File: src/rtl/alu_issue_ctrl.sv
// Issue sequencer for a fixed-latency ALU: reads operands from an 8x16 register file,
// drives the ALU, captures result/flags, writes back and returns them over valid/ready.
module alu_issue_ctrl #(
  parameter int unsigned ALU_LAT = 1
) (
  input  logic        clk,
  input  logic        rst_n,
  input  logic        instr_valid,
  output logic        instr_ready,
  input  logic [15:0] instr,
  input  logic        ld_en,
  input  logic [2:0]  ld_addr,
  input  logic [15:0] ld_data,
  output logic [15:0] alu_a,
  output logic [15:0] alu_b,
  output logic [2:0]  alu_opcode,
  output logic        alu_mode,
  input  logic [31:0] alu_result,
  input  logic [4:0]  alu_flags,
  output logic        res_valid,
  input  logic        res_ready,
  output logic [31:0] res_data,
  output logic [4:0]  res_flags,
  output logic        busy
);

  typedef enum logic [2:0] {
    IDLE,
    ISSUE,
    WAIT,
    CAPTURE,
    RESP
  } state_t;

  localparam logic [3:0] CNT_INIT = 4'(ALU_LAT - 1);

  state_t      state;
  logic [15:0] regs [8];
  logic [2:0]  rd_q;
  logic [2:0]  ra_q;
  logic [2:0]  rb_q;
  logic [2:0]  op_q;
  logic        mode_q;
  logic [3:0]  cnt;

  // The reserved instruction field is deliberately ignored.
  logic unused_rsv;
  assign unused_rsv = ^instr[2:0];

  // A load has priority over an instruction offered in the same IDLE cycle.
  assign instr_ready = (state == IDLE) && !ld_en;
  assign busy        = (state != IDLE);

  always_ff @(posedge clk) begin
    if (!rst_n) begin
      state      <= IDLE;
      // NOTE: the register file is explicitly cleared on reset, so it is built from flops rather than a RAM macro.
      for (int i = 0; i < 8; i++) regs[i] <= '0;
      rd_q       <= '0;
      ra_q       <= '0;
      rb_q       <= '0;
      op_q       <= '0;
      mode_q     <= 1'b0;
      cnt        <= '0;
      alu_a      <= '0;
      alu_b      <= '0;
      alu_opcode <= '0;
      alu_mode   <= 1'b0;
      res_valid  <= 1'b0;
      res_data   <= '0;
      res_flags  <= '0;
    end else begin
      unique case (state)
        IDLE: begin
          if (ld_en) begin
            regs[ld_addr] <= ld_data;
          end else if (instr_valid) begin
            mode_q <= instr[15];
            op_q   <= instr[14:12];
            rd_q   <= instr[11:9];
            ra_q   <= instr[8:6];
            rb_q   <= instr[5:3];
            state  <= ISSUE;
          end
        end
        ISSUE: begin
          // Operands are read here, before writeback, so rd==ra/rb sees the old value.
          alu_a      <= regs[ra_q];
          alu_b      <= regs[rb_q];
          alu_opcode <= op_q;
          alu_mode   <= mode_q;
          cnt        <= CNT_INIT;
          state      <= WAIT;
        end
        WAIT: begin
          if (cnt == 4'd0) state <= CAPTURE;
          else             cnt   <= cnt - 4'd1;
        end
        CAPTURE: begin
          res_data     <= alu_result;
          res_flags    <= alu_flags;
          regs[rd_q]   <= alu_result[15:0];
          res_valid    <= 1'b1;
          state        <= RESP;
        end
        RESP: begin
          if (res_ready) begin
            res_valid <= 1'b0;
            state     <= IDLE;
          end
        end
        default: state <= IDLE;
      endcase
    end
  end

endmodule
File: config.mk
export PLATFORM = sky130hd
export DESIGN_NAME = alu_issue_ctrl
export DESIGN_NICKNAME = d
export VERILOG_FILES = /design/src/rtl/alu_issue_ctrl.sv
export SDC_FILE = /design/constraint.sdc
export NUM_CORES = 1
export LEC_CHECK = 0
export ABC_AREA = 1
export BUFFER_PORTS_ARGS = -buffer_cell sky130_fd_sc_hd__buf_2
export CAP_MARGIN = 20
export CORE_UTILIZATION = 30
export CTS_CLUSTER_SIZE = 40
export DETAILED_ROUTE_END_ITERATION = 8
export SLEW_MARGIN = 20
export SYNTH_ARGS = -nofsm -noshare
export SYNTH_HDL_FRONTEND = slang
export SYNTH_SLANG_ARGS = --single-unit
File: constraint.sdc
create_clock -name clk -period 2.35 [get_ports clk]
set_input_delay 0.235 -clock clk [delete_from_list [all_inputs] [get_ports clk]]
set_output_delay 0.235 -clock clk [all_outputs]
set_load 0.1 [all_outputs]
## Word level (Yosys, flattened, before mapping)

Memories as Yosys holds them, arrays and structs flattened. A register that Yosys moved wholly into a read port is not among the register bits.
Index checks and enable logic that the tools add are counted.

| word-level totals | value |
|---|---|
| flip-flop bits (word level) | 62 |
| bits in writable memories | 128 |
| output and inout port bits | 76 |
| memories kept | 1 |

Memories:

| name | depth | bits a word | rd ports | clocked after Yosys merged registers in | write ports | line | RTL |
|---|---|---|---|---|---|---|---|
| regs | 8 | 16 | 2 | 2 | 8 | 38 | `logic [15:0] regs [8];` |

| cells by class | value |
|---|---|
| add/sub/neg operators | 1 |
| eq/ne operators | 9 |
| mux-type cells | 23 |
| bitwise gates (word level) | 1 |
| reductions and logical operators | 15 |

Operators by type and width:

| cell | number |
|---|---|
| 2-to-1 mux 16 bit | 2 |
| OR reduction 16 bit | 2 |
| 2-to-1 mux 3 bit | 6 |
| one-hot mux 3 bit (5 select lines) | 1 |
| 2-to-1 mux 1 bit | 11 |
| != test 2 bit, second input constant | 5 |
| one-hot mux 4 bit (2 select lines) | 1 |
| equality test 3 x 2 -> 1 bit, second input constant | 2 |
| zero test 4 bit | 1 |
| 2-to-1 mux 4 bit | 1 |
| AND reduction 2 bit | 2 |
| AND reduction 4 bit | 1 |
| nonzero test 2 bit | 2 |
| subtractor 4 x 1 -> 4 bit, second input constant | 1 |
| equality test 3 x 1 -> 1 bit, second input constant | 1 |
| equality test 3 bit, second input constant | 1 |
| zero test 1 bit | 3 |
| zero test 3 bit | 1 |
| AND reduction 3 bit | 1 |
| nonzero test 3 bit | 1 |
| one-hot mux 1 bit (2 select lines) | 1 |
| logical AND 1 bit | 1 |
| inverter 1 bit | 1 |

## Logic depth before layout (Yosys ltp)

Gate-level depths: netlist (run 1).

| logic depth | value |
|---|---|
| depth after elaboration | 7 |
| mapped depth | 10 |
| mapped depth without buffers | 8 |

## Worst setup path after synthesis (run 1)

OpenSTA, ideal clock, no wires.

| path | value |
|---|---|
| path type | reg2reg |
| from | register state[2] |
| to | register op_q[0] |
| setup time | 0.116 ns |
| arrival time | 3.393 ns |
| required time | 2.234 ns |
| slack | -1.159 ns |
| cell stages (with the launch flop) | 8 |
| cells stage by stage | dfxtp_1 > nor2_2 > nand2_1 > nor2_1 > nand2_1 > clkbuf_1 > o21ai_0 > nor2_1 |

| between the ends | value |
|---|---|
| word-level cells in the longest chain between the ends | 2 |

RTL lines:

| what | line | RTL |
|---|---|---|
| from (decl) | 37 | `state_t state;` |
| from (signal assigned) | 56 | `state <= IDLE;` |
| from (signal assigned) | 83 | `state <= ISSUE;` |
| from (signal assigned) | 93 | `state <= WAIT;` |
| zero test 3 bit | 73 | `unique case (state)` |
| AND reduction 3 bit (no line) | -- |  |
| to (signal assigned) | 79 | `op_q <= instr[14:12];` |
| to (decl) | 42 | `logic [2:0] op_q;` |

Every way passes these cells.
A chain may end at the register's enable or synchronous reset.

==> results of run 1 <==
[synthesized netlist by cell type, drive strengths merged]
library cell,n
clkbuf,43
nand3,154
nor2,216
o21ai,66
a21oi,37
buf,39
ha,1
dfxtp,94
nand4,3
inv,119
nor3,1
edfxtp,128
nand3b,2
or2,1
o211ai,64
o21a,1
nand2,304
a22o,4
[cell families after synthesis]
group           after synthesis  synth area share
simple gates                681             0.292
flops                       222             0.530
buf+inv                     201            0.0808
compound gates              172            0.0961
fa+ha+maj                     1           0.00116
[per-stage QoR]
stage	hold slack (ns)	setup slack, ns	cells	util
final	0.00929	0.286	1936	0.377
after global routing	0.0489	0.0900	1936	0.377
after CTS	0.00613	0.257	1936	0.377
after detailed placement	0.417	0.259	1840	0.339
after global placement	0.413	0.267	1840	0.339
after floorplan	0.357	0.0668	1277	-
[per-layer routing]
metal  up-vias  share of wire  global-route usage  wire length [um]
met1      4338           0.46               0.234             14000
met2       304           0.45               0.255             13900
met5         -        0.00043                   0                13
li1       4570              -                   -                 -
met4         2          0.021              0.0412               629
met3        51          0.066              0.0221              2010
[state kept, by name, summed over array words and instances (netlist names)]
register,count
ra_q,3
rb_q,3
alu_a,16
alu_opcode,3
state,3
op_q,3
res_flags,5
res_valid,1
alu_b,16
mode_q,1
regs,128
cnt,4
alu_mode,1
res_data,32
rd_q,3
[how the worst max path moves through the flow]
| stage | from | endpoint | cells past startpoint |
|---|---|---|---|
| after floorplan | state[2] | op_q[0] | 7 |
| after global placement | state[1] | regs[7][15] | 9 |
| after detailed placement | state[1] | regs[7][14] | 9 |
| after CTS | state[1] | regs[7][9] | 9 |
| after global routing | state[1] | regs[7][11] | 9 |
| final | state[1] | regs[7][15] | 9 |
[final cells by class]
type                            instances  area, sq um  share of cell area
Sequential cell                       222         5730               0.428
Timing Repair Buffer                  233         1550               0.116
Clock inverter                          7         50.0             0.00374
Tap cell                              461          577              0.0431
Multi-Input combinational cell        854         4210               0.315
Clock buffer                           40          808              0.0604
Inverter                              119          449              0.0336
[critical path: stages, from the launching register on]
cell     delay (ns)
dfxtp_1        0.37
nand2_1        0.08
nor2_2         0.15
nand2_2        0.26
nand2_1        0.14
nand2_1        0.13
nor2_4         0.21
nand2_4        0.06
nand2_1        0.06
buf_4          0.27
[power groups by stage]
stage	clock, mW	sequential, mW	combinational [mW]
2_1_floorplan	0	5.00	0.980
3_3_place_gp	0	4.50	1.97
3_5_place_dp	0	4.50	2.00
4_1_cts	4.10	4.42	2.06
5_1_grt	4.22	4.45	2.23
6_report	3.98	4.42	2.07
[timing repair]
action                                 CTS  global route
hold buffers                            49             0
endpoints found under the hold margin   49             0
buffers inserted                         0             0
==> impl_metrics.ini, run 1 <==
[pwr]
p_leak_nw = 5.92
p_total_mw = 10.5
clock_power_share = 0.380
vdd_ir_drop_max_v = 0.000537
pwr-share-comb = 0.197
power_frac_seq = 0.422
switching_share = 0.312
switchingPower_mw = 3.27
power_density_nw_per_um2 = 783
intPower_mw = 7.20

[timing]
finalCritPeriodShare = 0.878
setup_violations = 0
slew_headroom = 0.538
drv_slew = 0
tns_ns = 0
worstMarginPinSlew_ns = 0.693
finalClockSkew_ns = 0.0172
hold_viol = 0
rsz0062_at_grt = false
fin_crit_ns = 2.06
max_freq_ghz = 0.484

[yosys]
post_synth.cell_area_avg_sq_um = 8.46
netlist_instances = 1277
yosys.area.top_type = edfxtp_1
synthesis.nets = 1355
ys_warn_count = 0
synthDistinctLibCells = 30
netlist_area_sq_um = 10800
synth_area_leaders = edfxtp_1, dfxtp_1, nand2_1
synth_top_area_frac = 0.356
ys_seq_area_frac = 0.530
synth_seq_cells = 222

[floorplan]
dieArea_sq_um = 36800
die_w_um = 192
rows = 69
coreArea_sq_um = 35500
pin_count = 153
start_util = 0.304
die_h_um = 192

[clock_tree]
max-clock-path-buffers = 3
cts_resized = 0
clk_pin_slew_ns = 0.06
clock_latency_ns = 0.53
cts.sinks = 222
cts_tree = built
cts_buffers = 26
clockRootBuffer = clkbuf_16
h-tree-depth = 1

[setup_path]
cp_max_fo = 16
path_class = flop to flop
cp.arrival_ns = 2.27
required_ns = 2.56
critPathLaunchType = flop
r2r_end = regs[7][15]
r2r_cells = 9
rrSetupSlack_ns = 0.29
worstSetupEndpointType = flop
r2r_start = state[1]

[global_routing]
antenna_found_initial = 1
grt_pass1_wl_mm = 46.9
first_global_vias = 8482
gr-usage-all-layers = 0.163
grt_overflow = 0
grt_max_degree = 79

[final_layout]
fill_cells = 3563
final_common_cell = nand2_1
final_nets = 1534
syn2layout_area_growth_pct = 23.8
drive_gt1_frac = 0.232
final_cell_mix = nand2_1, nand3_1, buf_2
fin_area_sq_um = 13400
antennaDiodeCount = 0

[routing]
ant_nets = 0
firstDrtPassIters = 8
vias = 9265
drt_iter0_markers = 605
wl_per_cell_um = 15.8
viasPerCell = 4.79
drc = 2
wl_mm = 30.5

[min_path]
whs_path_depth = 3
hold_class = input pin to flop
hp-start = instr[8]
whs_endpoint = ra_q[2]

[place]
port_buffers = 149
place_area_sq_um = 12000
hpwl_mm = 20.5
gp_congestion = 0.853

[job]
drv_cap = 0

[status]
violations = design-rule violations
run_status = finished with violations
Power figures use the tool's default switching activity.
==> run 2: changes to the inputs <==
--- a/config.mk
+++ b/config.mk
@@ -5,7 +5,6 @@
 export SDC_FILE = /design/constraint.sdc
 export NUM_CORES = 1
 export LEC_CHECK = 0
-export ABC_AREA = 1
 export BUFFER_PORTS_ARGS = -buffer_cell sky130_fd_sc_hd__buf_2
 export CAP_MARGIN = 20
 export CORE_UTILIZATION = 30
==> impl_metrics.ini, run 2 <==
[floorplan]
dieArea_sq_um = 35000
rows = 67
coreArea_sq_um = 33600
die_w_um = 187
pin_count = 153
die_h_um = 187
start_util = 0.306

[clock_tree]
clockRootBuffer = clkbuf_16
cts_tree = built
clock_latency_ns = 0.52
cts_resized = 0
cts.sinks = 222
cts_buffers = 25
clk_pin_slew_ns = 0.06
max-clock-path-buffers = 3
h-tree-depth = 1

[yosys]
post_synth.cell_area_avg_sq_um = 11.8
synth_seq_cells = 222
yosys.area.top_type = edfxtp_1
netlist_area_sq_um = 10300
synth_area_leaders = edfxtp_1, dfxtp_1, mux2_2
ys_warn_count = 0
synth_most_common_cell = nor2_1
synthesis.nets = 951
synth_edf_count = 128
synthDistinctLibCells = 42
ys_seq_area_frac = 0.556
synth_top_area_frac = 0.373
ys_async_sr_fraction = 0
netlist_instances = 873
synthTopCellsByCount = nor2_1, edfxtp_1, nand2_1, dfxtp_1, mux2_2
synth_flop_cell = edfxtp_1

[global_routing]
grt_overflow = 0
grt_max_degree = 69
antenna_found_initial = 0
grt_pass1_wl_mm = 40.9
gr-usage-all-layers = 0.148
first_global_vias = 7360

[setup_path]
path_class = flop to primary output
required_ns = 2.12
cp.arrival_ns = 1.98
cp_max_fo = 8
worstSetupEndpointType = primary output
critPathLaunchType = flop

[routing]
drc = 0
met2_wirelength_mm = 12.7
ant_nets = 0
wl_mm = 26.4
wl_per_cell_um = 17.0
viasPerCell = 4.70
wl_met3_mm = 1.37
firstDrtPassIters = 4
drt_iter0_markers = 346
top_layer = met4
drt-met1-wl_mm = 11.8
vias = 7302

[pwr]
switchingPower_mw = 2.56
power_density_nw_per_um2 = 733
clock_power_share = 0.399
vdd_ir_drop_max_v = 0.000586
pwr-share-comb = 0.141
p_leak_nw = 5.14
p_total_mw = 9.54
power_frac_seq = 0.459
switching_share = 0.268
intPower_mw = 6.98

[timing]
finalCritPeriodShare = 0.943
rsz0062_at_grt = false
finalWorstSetupSlack_ns = 0.134
finalClockSkew_ns = 0.00985
fin_crit_ns = 2.22
slew_headroom = 0.575
drv_slew = 0
worstMarginPinSlew_ns = 0.637
setup_violations = 0
tns_ns = 0
max_freq_ghz = 0.451
hold_viol = 0

[place]
place_area_sq_um = 11700
port_buffers = 149
place_ws_ns = 0.237
hpwl_mm = 17.8
gp_congestion = 0.756

[final_layout]
drive_gt1_frac = 0.326
largestRegisters = regs x128, res_data x32
largest_register = regs
largest_reg_flops = 128
fill_cells = 3198
final_util = 0.387
fin_area_sq_um = 13000
syn2layout_area_growth_pct = 26.5
final_nets = 1165
final_cell_mix = buf_2, nor2_1, edfxtp_1
antennaDiodeCount = 0
final_common_cell = buf_2

[job]
drv_cap = 0

[min_path]
hold_class = input pin to flop

[status]
run_status = finished, final reports clean
run 2: critical path: stages (launching register included):
cell     delay, ns
dfxtp_1       0.34
buf_4         0.17
or3_1         0.44
nor2_4        0.09
buf_2         0.42
run 2: final cells by class:
type / instances / area (sq um) / area share
flip-flops and latches: 222 / 5730 / 0.440
well taps: 448 / 561 / 0.0431
clock inverters: 16 / 154 / 0.0118
clock buffers: 29 / 651 / 0.0500
multi-input cells: 587 / 4240 / 0.326
inverters: 3 / 11.3 / 0.000865
repair buffers: 248 / 1670 / 0.129
run 2: logic make-up (layout without fill, tap and decap cells):
kind of cell | Yosys count | count (layout) | share of synthesized area
multiplexers | 133 | 133 | 0.177
adder cells (fa/ha/maj) | 1 | 1 | 0.00122
flip-flops | 222 | 222 | 0.556
AO/OA/AOI/OAI | 110 | 110 | 0.0777
AND/OR/NAND/NOR | 340 | 340 | 0.152
XOR/XNOR | 3 | 3 | 0.00255
buffers and inverters | 64 | 296 | 0.0327
run 2: what timing repair did:
| item | 4_1_cts | 5_1_grt |
|---|---|---|
| hold buffers | 49 | 0 |
| endpoints found under the hold margin | 49 | 0 |
| buffers inserted | 0 | 0 |
run 2: worst paths after layout:
check	startpoint	end	slack, ns	depth (start not counted)
worst max-delay path	state[2]	instr_ready	0.13	4
worst min-delay path	instr[6]	ra_q[0]	0.05	3
worst max register to register	state[0]	regs[6][6]	0.22	5
worst min register to register	alu_a[10]	alu_a[10]	0.44	2
run 2: per-layer routing:
layer / vias up / track usage
met5: - / 0
met2: 195 / 0.255
li1: 3553 / -
met1: 3518 / 0.193
met4: 0 / 0.0391
met3: 36 / 0.0214
run 2: stage by stage:
step,hold slack [ns],std cells
finish,0.0509,1553
global route,0.0634,1553
CTS,0.0272,1553
detailed placement,0.434,1459
global placement,0.434,1459
floorplan,0.380,873
run 2: power groups by stage:
stage / clock [mW] / sequential (mW) / combinational, mW
2_1_floorplan: 0 / 4.73 / 0.656
3_3_place_gp: 0 / 4.45 / 1.29
3_5_place_dp: 0 / 4.47 / 1.30
4_1_cts: 3.89 / 4.38 / 1.36
5_1_grt: 4.07 / 4.40 / 1.43
6_report: 3.81 / 4.38 / 1.35
